==> config.mk <==
export PLATFORM = sky130hd
export DESIGN_NAME = nbit_adder
export DESIGN_NICKNAME = d
export VERILOG_FILES = /design/src/rtl/nbit_adder.sv
export SDC_FILE = /design/constraint.sdc
export NUM_CORES = 1
export LEC_CHECK = 0
export ABC_AREA = 1
export CAP_MARGIN = 20
export CORE_UTILIZATION = 25
export DETAILED_ROUTE_END_ITERATION = 7
export PLACE_DENSITY = 0.62
export SETUP_SLACK_MARGIN = 0.3
export SYNTH_ARGS = -nofsm -noshare
export SYNTH_HDL_FRONTEND = slang
export SYNTH_SLANG_ARGS = --single-unit
export TNS_END_PERCENT = 100
==> constraint.sdc <==
create_clock -name clk -period 0.8 [get_ports clk]
set_input_delay 0.16 -clock clk [delete_from_list [all_inputs] [get_ports clk]]
set_output_delay 0.16 -clock clk [all_outputs]
set_load 0.02 [all_outputs]
==> src/rtl/nbit_adder.sv <==
// nbit_adder: N-bit ripple-carry adder with registered sum, carry-out, signed overflow and valid
module nbit_adder #(
    parameter int N = 4
) (
    input  logic         clk,
    input  logic         rst,
    input  logic [N-1:0] x,
    input  logic [N-1:0] y,
    input  logic         c_in,
    input  logic         in_valid,
    output logic [N-1:0] sum,
    output logic         c_out,
    output logic         overflow,
    output logic         out_valid
);
    logic [N:0]   c;
    logic [N-1:0] s;
    assign c[0] = c_in;
    for (genvar i = 0; i < N; i++) begin : g_fa
        assign s[i]   = x[i] ^ y[i] ^ c[i];
        assign c[i+1] = (x[i] & y[i]) | (c[i] & (x[i] ^ y[i]));
    end
    always_ff @(posedge clk or posedge rst) begin
        if (rst) begin
            sum       <= '0;
            c_out     <= 1'b0;
            overflow  <= 1'b0;
            out_valid <= 1'b0;
        end else begin
            out_valid <= in_valid;
            if (in_valid) begin
                sum      <= s;
                c_out    <= c[N];
                overflow <= c[N] ^ c[N-1];
            end
        end
    end
endmodule

## After elaboration in Yosys (flattened, before gate mapping)

Index checks and enable logic that the tools add are counted.

| word-level totals | value |
|---|---|
| RAM bits | 0 |
| bits in registers | 7 |
| output and inout port bits | 7 |
| bits in read-only memories | 0 |
| latch bits | 0 |
| memories | 0 |

| operators by class | value |
|---|---|
| $mul | 0 |
| shift operators | 0 |
| bitwise logic cells | 21 |
| equal/unequal tests | 0 |
| reductions and logical operators | 0 |
| add/subtract/negate cells | 0 |
| $lt $le $gt $ge | 0 |
| mux-type cells | 0 |
| div/mod/pow operators | 0 |

Operator list:

| operator | count |
|---|---|
| 1-bit XOR | 9 |
| 1-bit bitwise AND | 8 |
| 1-bit bitwise OR | 4 |

## Logic depth before layout (Yosys ltp)

| depth | value |
|---|---|
| depth in word-level cells | 10 |
| gate-level depth with buffers | 11 |
| gate-level depth less buffers | 11 |

## Least setup slack after synthesis

No wires, ideal clock.

| timing | value |
|---|---|
| kind | input -> register |
| from | input port y[0] |
| to | register sum[3] |
| stages on the path | 8 |
| required time | 0.724 ns |
| setup time | 0.076 ns |
| setup slack | -1.059 ns |
| arrival time | 1.783 ns |
| cells stage by stage | fa_1 > inv_1 > fa_1 > inv_1 > fa_1 > inv_1 > fa_1 > o21ai_1 |

| on the way | value |
|---|---|
| cells in the longest elaborated chain, start to end | 8 |

Ends and longest elaborated chain:

| element | RTL line | text |
|---|---|---|
| start, declared | 8 | `input logic [N-1:0] y,` |
| 1-bit XOR | 21 | `assign c[i+1] = (x[i] & y[i]) \| (c[i] & (x[i] ^ y[i]));` |
| 1-bit bitwise AND | 21 |  |
| 1-bit bitwise OR * | 21 |  |
| 1-bit bitwise AND * | 21 |  |
| 1-bit bitwise OR * | 21 |  |
| 1-bit bitwise AND * | 21 |  |
| 1-bit bitwise OR * | 21 |  |
| 1-bit XOR * | 20 | `assign s[i] = x[i] ^ y[i] ^ c[i];` |
| end signal, assigned | 32 | `sum <= s;` |
| end, declared | 11 | `output logic [N-1:0] sum,` |

Every way passes the cells marked *; elsewhere a longest branch is shown, timed or not.
A chain may end at the register's enable or synchronous reset.

## Worst setup path in the final report

| timing | value |
|---|---|
| from | input port x[0] |
| to | register sum[3] |

| on the way | value |
|---|---|
| cells in the longest elaborated chain, start to end | 8 |

Ends and longest elaborated chain:

| element | RTL line | text |
|---|---|---|
| start, declared | 7 | `input logic [N-1:0] x,` |
| 1-bit XOR | 21 |  |
| 1-bit bitwise AND | 21 |  |
| 1-bit bitwise OR * | 21 |  |
| 1-bit bitwise AND * | 21 |  |
| 1-bit bitwise OR * | 21 |  |
| 1-bit bitwise AND * | 21 |  |
| 1-bit bitwise OR * | 21 |  |
| 1-bit XOR * | 20 |  |

Marks and branches as above.

==> impl_metrics.toml <==
[outcome]
status = "finished with violations"
violations = "negative setup slack"

[clocking]
clk_pin_slew_ns = 0.06
cts.sinks = 7
clockBufferDepth = 2
cts_root_buf = "clkbuf_4"
cts_tree = "built"
clk_latency_ns = 0.24
numCtsBuffers = 3
cts_max_level = 1
cts_hold_buf = 0

[global_routing]
met2_usage = 0.153
grt_pass1_vias = 275
grt_util_met3 = 0.0167
busiest_layer = "met2"
grt_pass1_wl_um = 1080
track_usage = 0.109
gr-total-overflow = 0
grt_start_max_net_pins = 10
grt_use_met1 = 0.131
antenna_found_initial = 0

[worst_setup_path]
rr_startpoint = "sum[1]"
critical_path.startpoint = "x[0]"
crit_path_frequent_cell = "fa_2"
worstPathRequired_ns = 0.97
crit_chain = "buf_6 -> fa_2 -> inv_2 -> fa_2 -> inv_2 -> fa_2 -> inv_2 -> fa_2 -> o21ai_1"
path_max_fanout = 2
start_kind = "input port"
slowest_stage = "fa_2"
cp.arrival_ns = 1.89
endpoint_kind = "register"
r2r_cells = 3
r2r-end = "sum[1]"
critPathMaxStageDelay_ns = 0.42
r2r_slack_ns = 0.03
worst-setup-path-type = "in -> reg"

[timing]
tightest_slew_ns = 0.252
rsz0062_at_grt = "yes"
fin_crit_sh = 2.14
clock_skew_ns = 0
slew_headroom = 0.832
final_max_slew_viol_count = 0
fmax_ghz = 0.583
layout_setup_ws_ns = -0.915
holdWs_ns = 0.139
hold_viol = 0
period_minus_slack_ns = 1.71
setup_viol_count_final = 12

[routing]
remaining_drc_errors = 0
dr.first_iter.drc_count = 3
via_per_inst = 3.84
firstDrtPassIters = 4
vias = 311
wl_um = 683
wl_per_cell_um = 8.43
ant_nets = 0

[placement]
place_congestion = 0.630
dpl.hpwl_um = 552
preCtsSetupSlack_ns = -1.52
portBuffers = 18

[die]
core_sq_um = 1330
start_util = 0.274
die_h_um = 40.2
io_pins = 19
die-area_sq_um = 1620
die_width_um = 40.2
num_rows = 13

[pwr]
p_leak_nw = 0.334
peakVddDrop_v = 0.000455
power_density_nw_per_um2 = 1800
fin_total_pwr_mw = 1.19

[cells_and_area]
area_delta_synth_final_pct = 81.2
drive_gt1_frac = 0.545
layout.nets = 83
diodes = 0

[logic_synthesis]
synth_fp_nets = 54
yosysSeqAreaShare = 0.479
avgSynthCellArea_sq_um = 9.61
synth_top_cell_by_area = "dfrtp_1"
synthCells = 38
synth.area.top_cells = "dfrtp_1 48%, fa_1 22%, nand2_1 13%"
ys_warn_count = 0
netlist.area_leader.share = 0.479
synth.distinct_cells = 8
synth_seq_cells = 7
synth.cell_area_sq_um = 365

[flow_run]
max-cap-violations = 0

[hold_path]
hold_class = "in -> async"
## worst max path at each step
stage                     endpoint  slack [ns]  cells past startpoint
after floorplan             sum[3]       -0.98                      8
after global routing        sum[3]       -0.95                      9
after CTS                   sum[3]       -0.97                      9
after global placement      sum[3]       -1.49                      9
after detailed placement    sum[3]       -1.52                      9
final                       sum[3]       -0.91                      9
## placed cells by master (no fill, tap or decap)
cell,count
inv_1,4
nand3_1,1
nand2_1,13
fa_2,4
clkbuf_4,3
buf_2,1
buf_6,10
clkbuf_1,1
o21ai_2,2
dlygate4sd2_1,3
buf_4,5
clkdlybuf4s50_1,5
inv_2,6
dfrtp_2,5
o21ai_1,1
dfrtp_1,2
## power by group
| part | internal (mW) | leakage (nW) | total (mW) | switching, mW |
|---|---|---|---|---|
| clock network | 0.190 | 0.0150 | 0.320 | 0.130 |
| logic | 0.242 | 0.240 | 0.428 | 0.186 |
| registers | 0.413 | 0.0789 | 0.446 | 0.0332 |
## worst max-delay path: cells and delay by family
kind                     cells  cell delay [ns]
adder cells (fa/ha/maj)      4             1.32
buffers and inverters        4             0.27
AO/OA/AOI/OAI                1             0.12
## cell usage after synthesis
library cell,number
dfrtp_1,7
fa_1,4
inv_1,9
inv_2,1
nand2_1,13
nand3_1,1
o21ai_1,2
o21ai_2,1
## layout make-up
class                      count  area, sq um
clock buffer                   4         26.3
sequential                     7          181
multi-input combinational     21          166
tap                           15         18.8
inverter                      10         37.5
fill                         130          672
timing repair buffer          24          231
## state kept, by name, indices dropped and copies added, names as in the netlist
name,count
out_valid,1
sum,4
overflow,1
c_out,1
## logic make-up after synthesis
group           after synthesis  synth area share
compound gates                3            0.0514
fa+ha+maj                     4             0.219
simple gates                 14             0.147
buf+inv                      10             0.103
flops                         7             0.479
## metal layers
metal,share of wire,wire length [um],vias up
met1,0.45,308,132
met4,0.023,16,0
li1,-,-,165
met5,0,0,-
met2,0.46,311,12
met3,0.069,47,2
## stage by stage
stage | setup TNS [ns] | std cells | instance area [sq um] | utilization
floorplan | -3.67 | 38 | 382 | -
CTS | -4.37 | 80 | 644 | 0.483
global route | -4.60 | 81 | 662 | 0.496
finish | -4.20 | 81 | 662 | 0.496
detailed placement | -8.92 | 73 | 596 | 0.447
global placement | -8.78 | 73 | 596 | 0.447
## what timing repair did
item,in CTS,in global routing
endpoints found under the hold margin,0,0
setup buffers,3,1
gates resized for setup,60,3
setup endpoints to repair,14,13
pin swaps,8,7
No activity file was read; power rests on OpenSTA's default activity.
